### src/rtl/vga_scan_gen_if.sv
// Pixel-side bundle of the VGA scan generator: framebuffer read port, pixel enable,
// test-pattern select and the DAC-facing colour/sync outputs.
interface vga_scan_gen_if #(
  parameter int ADDR_W  = 13,
  parameter int COLOR_W = 4
);
  logic               pix_en;
  logic               pattern_sel;
  logic [7:0]         pixel_data;
  logic [ADDR_W-1:0]  pixel_addr;
  logic [COLOR_W-1:0] red;
  logic [COLOR_W-1:0] green;
  logic [COLOR_W-1:0] blue;
  logic               hsync;
  logic               vsync;
  logic               de;
  logic               frame_start;

  modport master (
    input  pix_en, pattern_sel, pixel_data,
    output pixel_addr, red, green, blue, hsync, vsync, de, frame_start
  );

  modport slave (
    output pix_en, pattern_sel, pixel_data,
    input  pixel_addr, red, green, blue, hsync, vsync, de, frame_start
  );
endinterface

### src/rtl/vga_scan_gen.sv
// Parametrised VGA raster generator: framebuffer addressing, read-latency-aligned de/sync
// and RGB332 expansion. Define VGA_TEST_PATTERN_EN to add the red/blue/green test pattern.
module vga_scan_gen #(
  parameter int H_DISP         = 640,
  parameter int H_FP           = 16,
  parameter int H_PW           = 96,
  parameter int H_TOT          = 800,
  parameter int V_DISP         = 480,
  parameter int V_FP           = 10,
  parameter int V_PW           = 2,
  parameter int V_TOT          = 525,
  parameter int SYNC_POL       = 0,
  parameter int SCALE_SHIFT    = 3,
  parameter int ADDR_W         = 13,
  parameter int RD_LAT         = 1,
  parameter int COLOR_W        = 4,
  parameter int PATTERN_FRAMES = 60
) (
  input  logic           clk,
  input  logic           rst,
  vga_scan_gen_if.master vif
);

  localparam int   HW       = $clog2(H_TOT);
  localparam int   VW       = $clog2(V_TOT);
  localparam int   DL       = RD_LAT + 1;
  localparam int   LINE_W   = H_DISP >> SCALE_SHIFT;
  localparam int   HS_START = H_DISP + H_FP;
  localparam int   HS_END   = HS_START + H_PW;
  localparam int   VS_START = V_DISP + V_FP;
  localparam int   VS_END   = VS_START + V_PW;
  localparam logic POL      = (SYNC_POL != 0);
  localparam logic [COLOR_W-1:0] FULL = {COLOR_W{1'b1}};

  function automatic logic [COLOR_W-1:0] expand3(input logic [2:0] x);
    logic [COLOR_W-1:0] y;
    y = {COLOR_W{1'b0}};
    for (int i = 0; i < COLOR_W; i++) y[COLOR_W-1-i] = x[2-(i%3)];
    return y;
  endfunction

  function automatic logic [COLOR_W-1:0] expand2(input logic [1:0] x);
    logic [COLOR_W-1:0] y;
    y = {COLOR_W{1'b0}};
    for (int i = 0; i < COLOR_W; i++) y[COLOR_W-1-i] = x[1-(i%2)];
    return y;
  endfunction

  logic [HW-1:0]     h_q, h_d;
  logic [VW-1:0]     v_q, v_d;
  logic [ADDR_W-1:0] addr_q, addr_d;
  logic [DL-1:0]     de_dl_q, de_dl_d, hs_dl_q, hs_dl_d, vs_dl_q, vs_dl_d;
  logic              fs_q, fs_d;
  logic [31:0]       h32_s, v32_s;
  logic              active_s, hs_raw_s, vs_raw_s, de_out_s;
  logic [COLOR_W-1:0] red_s, green_s, blue_s;

  assign h32_s = 32'(h_q);
  assign v32_s = 32'(v_q);

  // Raw (undelayed) timing flags for the position currently held in the counters.
  always_comb begin
    active_s = (h32_s < H_DISP) && (v32_s < V_DISP);
    hs_raw_s = (h32_s >= HS_START) && (h32_s < HS_END);
    vs_raw_s = (v32_s >= VS_START) && (v32_s < VS_END);
  end

  // Counters, address stage and delay lines advance only on pix_en ticks.
  always_comb begin
    h_d     = h_q;
    v_d     = v_q;
    addr_d  = addr_q;
    de_dl_d = de_dl_q;
    hs_dl_d = hs_dl_q;
    vs_dl_d = vs_dl_q;
    fs_d    = 1'b0;
    if (vif.pix_en) begin
      addr_d  = active_s ? ADDR_W'(32'(v_q >> SCALE_SHIFT) * LINE_W + 32'(h_q >> SCALE_SHIFT))
                         : {ADDR_W{1'b0}};
      de_dl_d = {de_dl_q[DL-2:0], active_s};
      hs_dl_d = {hs_dl_q[DL-2:0], hs_raw_s};
      vs_dl_d = {vs_dl_q[DL-2:0], vs_raw_s};
      if (h32_s == H_TOT - 1) begin
        h_d = {HW{1'b0}};
        if (v32_s == V_TOT - 1) begin
          v_d  = {VW{1'b0}};
          fs_d = 1'b1;
        end else begin
          v_d = v_q + VW'(1'b1);
        end
      end else begin
        h_d = h_q + HW'(1'b1);
      end
    end else begin
      fs_d = 1'b0;
    end
  end

  // Timing state; sync delay stages hold "asserted" flags, so clearing them means inactive.
  always_ff @(posedge clk or posedge rst) begin
    if (rst) begin
      h_q     <= {HW{1'b0}};
      v_q     <= {VW{1'b0}};
      addr_q  <= {ADDR_W{1'b0}};
      de_dl_q <= {DL{1'b0}};
      hs_dl_q <= {DL{1'b0}};
      vs_dl_q <= {DL{1'b0}};
      fs_q    <= 1'b0;
    end else begin
      h_q     <= h_d;
      v_q     <= v_d;
      addr_q  <= addr_d;
      de_dl_q <= de_dl_d;
      hs_dl_q <= hs_dl_d;
      vs_dl_q <= vs_dl_d;
      fs_q    <= fs_d;
    end
  end

  assign de_out_s = de_dl_q[DL-1];

`ifdef VGA_TEST_PATTERN_EN
  localparam int FW = $clog2(PATTERN_FRAMES + 1);
  logic [FW-1:0] frame_cnt_q, frame_cnt_d;
  logic [1:0]    pat_q, pat_d;

  // Pattern colour index steps red -> blue -> green every PATTERN_FRAMES frames.
  always_comb begin
    frame_cnt_d = frame_cnt_q;
    pat_d       = pat_q;
    if (fs_q) begin
      if (32'(frame_cnt_q) == PATTERN_FRAMES - 1) begin
        frame_cnt_d = {FW{1'b0}};
        pat_d       = (pat_q == 2'd2) ? 2'd0 : pat_q + 2'd1;
      end else begin
        frame_cnt_d = frame_cnt_q + FW'(1'b1);
      end
    end else begin
      frame_cnt_d = frame_cnt_q;
    end
  end

  always_ff @(posedge clk or posedge rst) begin
    if (rst) begin
      frame_cnt_q <= {FW{1'b0}};
      pat_q       <= 2'd0;
    end else begin
      frame_cnt_q <= frame_cnt_d;
      pat_q       <= pat_d;
    end
  end
`else
  logic unused_pattern_sel_s;
  assign unused_pattern_sel_s = vif.pattern_sel;
`endif

  // Colour follows pixel_data directly: the RAM data already lines up with the delayed de.
  always_comb begin
    red_s   = {COLOR_W{1'b0}};
    green_s = {COLOR_W{1'b0}};
    blue_s  = {COLOR_W{1'b0}};
    if (de_out_s) begin
`ifdef VGA_TEST_PATTERN_EN
      if (vif.pattern_sel) begin
        case (pat_q)
          2'd0:    red_s   = FULL;
          2'd1:    blue_s  = FULL;
          2'd2:    green_s = FULL;
          default: red_s   = {COLOR_W{1'b0}};
        endcase
      end else begin
        red_s   = expand3(vif.pixel_data[7:5]);
        green_s = expand3(vif.pixel_data[4:2]);
        blue_s  = expand2(vif.pixel_data[1:0]);
      end
`else
      red_s   = expand3(vif.pixel_data[7:5]);
      green_s = expand3(vif.pixel_data[4:2]);
      blue_s  = expand2(vif.pixel_data[1:0]);
`endif
    end else begin
      red_s = {COLOR_W{1'b0}};
    end
  end

  assign vif.pixel_addr  = addr_q;
  assign vif.de          = de_out_s;
  assign vif.hsync       = hs_dl_q[DL-1] ? POL : ~POL;
  assign vif.vsync       = vs_dl_q[DL-1] ? POL : ~POL;
  assign vif.frame_start = fs_q;
  assign vif.red         = red_s;
  assign vif.green       = green_s;
  assign vif.blue        = blue_s;

endmodule

### src/flat_wrapper.sv
// flat-port wrapper written by rule: the top's interface ports become plain ports
module vga_scan_gen_flat 
#(
  parameter int H_DISP         = 640,
  parameter int H_FP           = 16,
  parameter int H_PW           = 96,
  parameter int H_TOT          = 800,
  parameter int V_DISP         = 480,
  parameter int V_FP           = 10,
  parameter int V_PW           = 2,
  parameter int V_TOT          = 525,
  parameter int SYNC_POL       = 0,
  parameter int SCALE_SHIFT    = 3,
  parameter int ADDR_W         = 13,
  parameter int RD_LAT         = 1,
  parameter int COLOR_W        = 4,
  parameter int PATTERN_FRAMES = 60
)
  (clk, rst, vif_pix_en, vif_pattern_sel, vif_pixel_data, vif_pixel_addr, vif_red, vif_green, vif_blue, vif_hsync, vif_vsync, vif_de, vif_frame_start);
  vga_scan_gen_if #(.ADDR_W(ADDR_W), .COLOR_W(COLOR_W)) vif_i ();
  input  logic clk;
  input  logic rst;
  input wire logic [$bits(vif_i.pix_en)-1:0] vif_pix_en;
  input wire logic [$bits(vif_i.pattern_sel)-1:0] vif_pattern_sel;
  input wire logic [$bits(vif_i.pixel_data)-1:0] vif_pixel_data;
  output wire logic [$bits(vif_i.pixel_addr)-1:0] vif_pixel_addr;
  output wire logic [$bits(vif_i.red)-1:0] vif_red;
  output wire logic [$bits(vif_i.green)-1:0] vif_green;
  output wire logic [$bits(vif_i.blue)-1:0] vif_blue;
  output wire logic [$bits(vif_i.hsync)-1:0] vif_hsync;
  output wire logic [$bits(vif_i.vsync)-1:0] vif_vsync;
  output wire logic [$bits(vif_i.de)-1:0] vif_de;
  output wire logic [$bits(vif_i.frame_start)-1:0] vif_frame_start;
  assign vif_i.pix_en = vif_pix_en;
  assign vif_i.pattern_sel = vif_pattern_sel;
  assign vif_i.pixel_data = vif_pixel_data;
  assign vif_pixel_addr = vif_i.pixel_addr;
  assign vif_red = vif_i.red;
  assign vif_green = vif_i.green;
  assign vif_blue = vif_i.blue;
  assign vif_hsync = vif_i.hsync;
  assign vif_vsync = vif_i.vsync;
  assign vif_de = vif_i.de;
  assign vif_frame_start = vif_i.frame_start;
  vga_scan_gen #(.H_DISP(H_DISP), .H_FP(H_FP), .H_PW(H_PW), .H_TOT(H_TOT), .V_DISP(V_DISP), .V_FP(V_FP), .V_PW(V_PW), .V_TOT(V_TOT), .SYNC_POL(SYNC_POL), .SCALE_SHIFT(SCALE_SHIFT), .ADDR_W(ADDR_W), .RD_LAT(RD_LAT), .COLOR_W(COLOR_W), .PATTERN_FRAMES(PATTERN_FRAMES)) u_core (.clk(clk), .rst(rst), .vif(vif_i));
endmodule
### config.mk
export PLATFORM = sky130hd
export DESIGN_NAME = vga_scan_gen_flat
export DESIGN_NICKNAME = d
export VERILOG_FILES = /design/src/rtl/vga_scan_gen_if.sv /design/src/rtl/vga_scan_gen.sv /design/src/flat_wrapper.sv
export SDC_FILE = /design/constraint.sdc
export NUM_CORES = 1
export LEC_CHECK = 0
export ABC_AREA = 1
export CORE_MARGIN = 4
export CORE_UTILIZATION = 54
export CTS_CLUSTER_SIZE = 28
export DETAILED_ROUTE_END_ITERATION = 8
export GPL_TIMING_DRIVEN = 0
export PLACE_DENSITY = 0.77
export RECOVER_POWER = 50
export SLEW_MARGIN = 15
export SYNTH_ARGS = -nofsm -noshare
export SYNTH_HDL_FRONTEND = slang
export SYNTH_SLANG_ARGS = --single-unit
### constraint.sdc
create_clock -name clk -period 3 [get_ports clk]
set_clock_uncertainty 0.1 [all_clocks]
set_input_delay 0.45 -clock clk [delete_from_list [all_inputs] [get_ports clk]]
set_output_delay 0.45 -clock clk [all_outputs]
set_load 0.005 [all_outputs]
# Word level (Yosys, flattened, before mapping)
# Cells that the tools add are included.
dict set report classes {
  n_addsub 3
  mul 1
  div 0
  order_cmp 6
  n_eq_ne 2
  n_shift 0
  mux 11
  bitwise_logic 0
  n_reduce_logical 4
}
# cell count
set ops {}
lappend ops {{$add A10 B1 Y10 const B} 2}
lappend ops {{$eq A10 B10 Y1 const B} 2}
lappend ops {{$lt A10 B10 Y1 const B} 2}
lappend ops {{$lt A10 B9 Y1 const B} 2}
lappend ops {{$mux W10} 2}
lappend ops {{$add A13 B7 Y13} 1}
lappend ops {{$mux W13} 1}
lappend ops {{$mux W4} 3}
lappend ops {{$ge A10 B10 Y1 const B} 1}
lappend ops {{$ge A10 B9 Y1 const B} 1}
lappend ops {{$mul A7 B3 Y9 const B} 1}
lappend ops {{$mux W1} 5}
lappend ops {{$logic_and A1 B1 Y1} 3}
lappend ops {{$reduce_and A2 Y1} 1}
dict set report totals {
  register_bits 40
  latchBits 0
  ram_bits 0
  mem_bits_ro 0
  inputBits 12
  output_inout_bits 29
  word_cells 34
  n_memories 0
}

# Depth between registers and ports, before layout
# Gate-level depths: netlist of run 1.
dict set report depth {
  depth_word 4
  ltp_mapped 13
  depth_no_buf 13
}

# Worst setup path after synthesis of run 1
# OpenSTA, ideal clock, no wires.
dict set report synth_path {
  path_kind {register to register}
  start {reg u_core.v_q[4]}
  end {reg u_core.addr_q[12], in the netlist u_core.vif.pixel_addr[12]}
  setup_time_ns 0.117
  arrival_ns 2.049
  required_ns 2.783
  path_slack_ns 0.733
  stages_incl_launch_ff 13
  path_buffers 0
  period_less_slack_ns 2.267
  path_cell_list {dfrtp_1 -> ha_1 -> ha_1 -> fa_1 -> nand2_1 -> inv_1 -> nand2_1 -> nor2_2 -> nand3_1 -> nor2_1 -> nand2_1 -> nand3_1 -> nand2_1}
}
dict set report synth_via {
  elab_chain_len 3
  elab_cells_between_ends 5
}
# element line
set synth_rtl {}
lappend synth_rtl {{start, declared} vga_scan_gen.sv:50} ;# logic [VW-1:0] v_q, v_d;
lappend synth_rtl {{start signal, assigned} vga_scan_gen.sv:103} ;# v_q <= {VW{1'b0}};
lappend synth_rtl {{start signal, assigned} vga_scan_gen.sv:111} ;# v_q <= v_d;
lappend synth_rtl {{$mul A7 B3 Y9 / $lt A10 B9 Y1 (equally long branches)} {vga_scan_gen.sv:78, vga_scan_gen.sv:63}}
lappend synth_rtl {{$add A13 B7 Y13 / $logic_and A1 B1 Y1 (equally long branches)} {vga_scan_gen.sv:78, vga_scan_gen.sv:63}}
lappend synth_rtl {{$mux W13 *} vga_scan_gen.sv:78} ;# addr_d = active_s ? ADDR_W'(32'(v_q >> SCALE_SHIFT) * LINE_W + 32'(h_q >> SCALE_SHIFT))
lappend synth_rtl {{end signal, assigned} vga_scan_gen.sv:104} ;# addr_q <= {ADDR_W{1'b0}};
lappend synth_rtl {{end signal, assigned} vga_scan_gen.sv:112} ;# addr_q <= addr_d;
lappend synth_rtl {{end, declared} vga_scan_gen.sv:51} ;# logic [ADDR_W-1:0] addr_q, addr_d;
# Every way passes the cells marked *; elsewhere a longest branch is shown, timed or not.
# A chain may end at the register's enable or synchronous reset.

# Worst setup path in the final report of run 1
# Ends and elaborated chain as after synthesis.

==> results.yml, run 1 <==
run_status:
  status: "complete, but fails checks"
  violations: "max-capacitance violations, max-slew violations"
clocking:
  cts_tree: "done"
  cts_setup_buffers: 0
  hold_buffers: 0
  h-tree-depth: 2
  clock-sinks: 40
  clk_transition_reported_paths_ns: 0.08
  cts_buffer_depth: 2
  cts_buffers: 5
  post_cts_resized: 0
  root_buffer: "clkbuf_8"
  clock_latency_ns: 0.30
timing:
  rsz0062_at_grt: "false"
  worstMarginPinSlew_ns: 1.52
  setup_viol: 0
  hold_violations: 0
  slew_viol_final: 36
  fin_worst_hold_slack_ns: 0.389
  period_minus_slack_ns: 2.48
  fin_crit_sh_pct: 82.8
  slew-limit-headroom_pct: -1.56
  max_freq_ghz: 0.403
  setup_tns_ns: 0
job:
  cap_viol_max_count: 1
cells_and_area:
  final_cell_mix: "nand2_1, inv_1, dfrtp_1"
  drive_gt1_share_pct: 7.96
  multi_input_area_um2: 1250
  final.fill_count: 404
  n_antenna_cell: 0
  layout.area.seq_um2: 1000
  final_core_util_pct: 69.5
  fin_nets: 408
  final_common_cell: "nand2_1"
  areaGrowthSynthToFinish_pct: 21.4
yosys:
  syn_nets: 361
  synth_edf_count: 0
  syn_inst: 329
  syn_avg_cell_area_um2: 7.73
  synth_flop_cell: "dfrtp_1"
  seq_area_frac_synth_pct: 39.4
  synth.cell_area_um2: 2540
  ys_async_sr_fraction_pct: 100
  yosysWarnings: 0
  ys_types: 29
  synth_seq_cells: 40
worst_setup_path:
  crit_required_ns: 3.09
  cp-startpoint: "u_core.v_q[4]"
  startpoint_type: "flip-flop"
  path_class: "reg -> reg"
  cp_top_family: "adder cells"
  r2r_start: "u_core.v_q[4]"
  slowest_stage: "fa_1"
  cp.arrival_ns: 2.57
  worstPathCellList: "ha_1, ha_1, fa_1, nand2_1, inv_1, nand2_1, nor2_2, nand3_1, nor2_1, nand2_1, nand3_1, nand2_1"
  cp_common_cell: "nand2_1"
  worstPathMaxFanout: 8
  max_stage_delay_ns: 0.51
  end_kind: "flip-flop"
  crit_buf_inv: 1
floorplanning:
  row_count: 24
  dieArea_um2: 5870
  chipHeight_um: 76.6
  io_pins: 41
  initial_utilization_pct: 57.2
  die_w_um: 76.6
  core_area_um2: 4440
grt:
  grt.total_usage_pct: 19.0
  overflow: 0
  antenna_found_initial: 0
  first_global_vias: 2083
  grt_max_degree: 36
  grt_pass1_wl_um: 9190
power_and_ir_drop:
  total_power_mw: 1.59
  powerDensity_nw_per_um2: 516
  sequentialPowerShare_pct: 45.1
  clkPwrFrac_pct: 28.0
  netSwitchingPower_mw: 0.511
  power_frac_comb_pct: 26.9
  swShare_pct: 32.0
  leakage_nw: 1.57
  power.internal_mw: 1.08
  peakVddDrop_uv: 478
detailed_routing:
  drt-total-wl_um: 5220
  firstDrtPassIters: 4
  ant_nets: 0
  drt_iter0_drc: 102
  remaining_drc_errors: 0
  wl_per_cell_um: 12.2
  vias: 2199
  viasPerCell: 5.13
placement:
  gp_congestion: 0.893
  portBuffers: 39
  dp_hpwl_um: 4120
min_path:
  min-delay-path-class: "in -> async"
cell type report:
| class | count | area share (%) |
|---|---|---|
| inverters | 55 | 6.69 |
| clock buffers | 5 | 2.23 |
| plain buffers | 8 | 1.54 |
| flip-flops and latches | 40 | 32.4 |
| well taps | 52 | 2.11 |
| clock inverters | 3 | 1.54 |
| repair buffers | 40 | 13.0 |
| multi-input cells | 226 | 40.4 |
flip-flops by register name (all words and copies together), names as in the netlist:
| register | cells |
|---|---|
| u_core.vif.pixel_addr | 13 |
| u_core.h_q | 10 |
| u_core.v_q | 10 |
| u_core.de_dl_q | 2 |
| u_core.hs_dl_q | 2 |
| u_core.vs_dl_q | 2 |
| u_core.vif.frame_start | 1 |
power groups by stage:
| stage | sequential [mW] | combinational (mW) | clock [mW] |
|---|---|---|---|
| floorplan | 0.713 | 0.266 | 0 |
| detailed placement | 0.727 | 0.443 | 0 |
| finish | 0.718 | 0.429 | 0.447 |
| global placement | 0.723 | 0.428 | 0 |
| global route | 0.732 | 0.492 | 0.485 |
| CTS | 0.717 | 0.446 | 0.459 |
stage by stage:
step | area (um^2) | setup slack [ns] | std cells
floorplan | 2540 | 0.733 | 329
global placement | 3000 | 0.540 | 420
detailed placement | 3020 | 0.521 | 421
global route | 3090 | 0.267 | 429
finish | 3090 | 0.516 | 429
CTS | 3140 | 0.496 | 429
routing by layer:
metal | global-route usage [%] | vias to the layer above | wire (um)
met5 | 0 | - | 0
met4 | 6.16 | 0 | 63
met3 | 4.37 | 5 | 222
met2 | 32.7 | 46 | 2390
met1 | 23.5 | 1004 | 2540
li1 | - | 1144 | -
final timing paths:
path | to | slack (ns) | depth (start not counted)
setup reg to reg | u_core.vif.pixel_addr[12] | 0.52 | 12
max in group asynchronous | u_core.h_q[1] | 0.63 | 3
hold reg to reg | u_core.vif.pixel_addr[6] | 0.39 | 2
min in group clk | u_core.vif.pixel_addr[6] | 0.39 | 2
setup / recovery | u_core.vif.pixel_addr[12] | 0.52 | 12
hold / removal | u_core.vif.pixel_addr[7] | 0.39 | 2
worst reg2reg max path, delay by kind of cell, from the launching register on:
family                     cells  cell delay (ns)
DFF                            1             0.49
and+or+nand+nor                8             0.63
buffers and inverters          1             0.07
adders and majority gates      3             1.09
synthesized netlist by cell type (4+ instances only):
library cell / instances / share of area (%)
nand2_1: 80 / 12
inv_1: 46 / 6.8
dfrtp_1: 40 / 39
nand3_1: 28 / 5.5
nor2_1: 21 / 3.1
ha_1: 18 / 8.9
o21ai_0: 15 / 3.0
a21oi_1: 11 / 2.2
nand4_1: 10 / 2.5
inv_2: 9 / 1.3
o21ai_1: 9 / 1.8
nor2_2: 7 / 1.7
xor2_1: 7 / 2.4
buf_4: 4 / 1.2
nor3_1: 4 / 0.79
cells by family (layout without fill, tap and decap cells):
kind of cell,after synthesis,after routing,synth area share (%)
DFF,40,40,39.4
adders and majority gates,20,20,10.4
xor gates and xnor gates,8,8,2.75
buffers and inverters,63,111,10.0
AOI/OAI and AO/OA,40,40,8.46
and+or+nand+nor,158,158,29.0
Power figures use the tool's default switching activity.
==> run 2: changes to the inputs <==
--- a/config.mk
+++ b/config.mk
@@ -7,11 +7,11 @@
 export LEC_CHECK = 0
 export ABC_AREA = 1
 export CORE_MARGIN = 4
-export CORE_UTILIZATION = 54
+export CORE_UTILIZATION = 49
 export CTS_CLUSTER_SIZE = 28
 export DETAILED_ROUTE_END_ITERATION = 8
 export GPL_TIMING_DRIVEN = 0
-export PLACE_DENSITY = 0.77
+export PLACE_DENSITY = 0.74
 export RECOVER_POWER = 50
 export SLEW_MARGIN = 15
 export SYNTH_ARGS = -nofsm -noshare
==> constraint.sdc (replaced) <==
create_clock -name clk -period 2.1 [get_ports clk]
set_clock_uncertainty 0.1 [all_clocks]
set_input_delay 0.315 -clock clk [delete_from_list [all_inputs] [get_ports clk]]
set_output_delay 0.315 -clock clk [all_outputs]
set_load 0.005 [all_outputs]
==> run 2 against run 1 <==
Effect of this change:
- worst hold slack worse by 0.087 ns
- largest power group unchanged
- global-route usage up 0.35 points
- die area grew 9.1%
- combinational power up 53%
- wire length grew 11%
- critical endpoint unchanged
- the flow finishes with violations (negative setup slack)
- clock power up 20%
- cell area increased by 6.8%
==> results.yml, run 2 (same netlist as run 1, synthesis figures left out) <==
placement:
  pre_cts_ws_ns: -0.334
  portBuffers: 39
  dp_hpwl_um: 4190
  dp_cells: 436
  gp_congestion: 0.872
worst_setup_path:
  path_class: "reg -> reg"
  startpoint_type: "flip-flop"
  max_stage_delay_ns: 0.53
  r2r_setup_slack_ns: -0.16
  worstPathMaxFanout: 2
  slowest_stage: "fa_2"
  worstPathCellList: "ha_4, ha_4, fa_2, nand2_2, inv_2, nand2_4, nor2_4, buf_4, nand3_1, nand2_1, nand3_2, nand2_1"
  end_kind: "flip-flop"
  crit_required_ns: 2.23
  cp.arrival_ns: 2.40
cells_and_area:
  final_cells: 453
  final_cell_mix: "nand2_1, inv_1, clkdlybuf4s50_1"
  largest_reg_flops: 13
  final_core_util_pct: 67.6
  drive_gt1_share_pct: 16.8
  final_common_cell: "nand2_1"
  areaGrowthSynthToFinish_pct: 29.6
  fin_nets: 417
  n_antenna_cell: 0
grt:
  grt_pass1_wl_um: 9800
  overflow: 0
  first_global_vias: 2230
  grt.total_usage_pct: 19.4
  antenna_found_initial: 0
  grt_max_degree: 34
detailed_routing:
  firstDrtPassIters: 4
  vias: 2325
  drt-total-wl_um: 5790
  ant_nets: 0
  wl_per_cell_um: 12.8
  viasPerCell: 5.13
  remaining_drc_errors: 0
  drt_iter0_drc: 111
power_and_ir_drop:
  leakage_nw: 1.61
  peakVddDrop_uv: 567
  total_power_mw: 2.22
  powerDensity_nw_per_um2: 674
timing:
  slew_viol_final: 0
  rsz0062_at_grt: "true"
  max_freq_ghz: 0.442
  period_minus_slack_ns: 2.26
  worstMarginPinSlew_ns: 0.807
  slew-limit-headroom_pct: 46.2
  fin_crit_sh_pct: 108
  worst_slack_ns: -0.162
  hold_violations: 0
  setup_viol: 4
floorplanning:
  core_area_um2: 4880
  io_pins: 41
  die_w_um: 80.1
  initial_utilization_pct: 52.1
  chipHeight_um: 80.1
  row_count: 25
  dieArea_um2: 6410
min_path:
  min-delay-path-class: "in -> async"
clocking:
  cts_buffer_depth: 2
  clock_latency_ns: 0.29
  cts_buffers: 5
  h-tree-depth: 2
  cts_tree: "done"
  root_buffer: "clkbuf_8"
  clk_transition_reported_paths_ns: 0.08
  hold_buffers: 0
  clock-sinks: 40
job:
  cap_viol_max_count: 0
run_status:
  violations: "negative setup slack"
  status: "complete, but fails checks"
==> run 2: cell count changes in the layout (fill, tap and decap cells not counted), sizes merged <==
cell	delta
buf	+10
clkbuf	+1
bufinv	-1
dlymetal6s4s	-1
clkinvlp	+2
clkinv	-2
==> run 2: repair_timing <==
item                                   CTS  global route
buffers inserted                         9             1
gates resized for setup                 11            13
endpoints found under the hold margin    0             0
pin swaps                                5             9
setup endpoints to repair                9             8
gates cloned                             0             0
==> run 2: worst max-delay path, delay by kind of cell, from the launching register on <==
kind	cells	cell delay (ns)
buffers and inverters	2	0.19
flip-flops	1	0.45
AND/OR/NAND/NOR	7	0.51
adder cells (fa/ha/maj)	3	0.94
==> run 2: layout make-up <==
cell class                 instances  area [um^2]
inverter                          55          206
buffer                             7         43.8
clock buffer                       6         82.6
multi-input combinational        226         1390
tap                               67         83.8
clock inverter                     2         15.0
sequential                        40         1010
fill                             431         1580
timing repair buffer              50          470
==> run 2: report_power, final <==
part	switching (mW)	internal, mW	total, mW	leakage, nW
Sequential	0.133	0.897	1.03	0.494
Clock	0.269	0.266	0.535	0.0434
Combinational	0.344	0.313	0.657	1.07
Total	0.746	1.48	2.22	1.61
==> run 2: path summary, 6_finish.rpt <==
| kind | depth (start not counted) | from | to |
|---|---|---|---|
| hold reg to reg | 2 | u_core.vif.pixel_addr[5] | u_core.vif.pixel_addr[5] |
| setup / recovery | 12 | u_core.v_q[4] | u_core.vif.pixel_addr[12] |
| max in group asynchronous | 3 | rst | u_core.v_q[6] |
| min in group clk | 2 | u_core.vif.pixel_addr[5] | u_core.vif.pixel_addr[5] |
| setup reg to reg | 12 | u_core.v_q[4] | u_core.vif.pixel_addr[12] |
| hold / removal | 2 | rst | u_core.vif.pixel_addr[12] |
==> run 2: stage by stage <==
| stage | cell area, um^2 | hold slack, ns | TNS (ns) |
|---|---|---|---|
| finish | 3300 | 0.303 | -0.421 |
| global route | 3300 | 0.322 | -1.03 |
| CTS | 3250 | 0.155 | -0.462 |
| detailed placement | 3040 | 0.375 | -0.756 |
| global placement | 3020 | 0.365 | -4.55 |
| floorplan | 2550 | 0.352 | -0.121 |
==> run 2: routing by layer <==
| metal | GRT usage [%] | part of all wire [%] |
|---|---|---|
| met1 | 25.1 | 47 |
| met2 | 32.0 | 45 |
| met3 | 4.60 | 6.7 |
| met4 | 6.08 | 1.3 |
| met5 | 0 | 0 |
==> run 3: changes to the inputs <==
--- a/config.mk
+++ b/config.mk
@@ -13,7 +13,7 @@
 export GPL_TIMING_DRIVEN = 0
 export PLACE_DENSITY = 0.74
 export RECOVER_POWER = 50
-export SLEW_MARGIN = 15
+export SLEW_MARGIN = 20
 export SYNTH_ARGS = -nofsm -noshare
 export SYNTH_HDL_FRONTEND = slang
 export SYNTH_SLANG_ARGS = --single-unit
==> results of run 3 <==
Same layout as run 2: the final DEF is identical, and so are final timing and power.
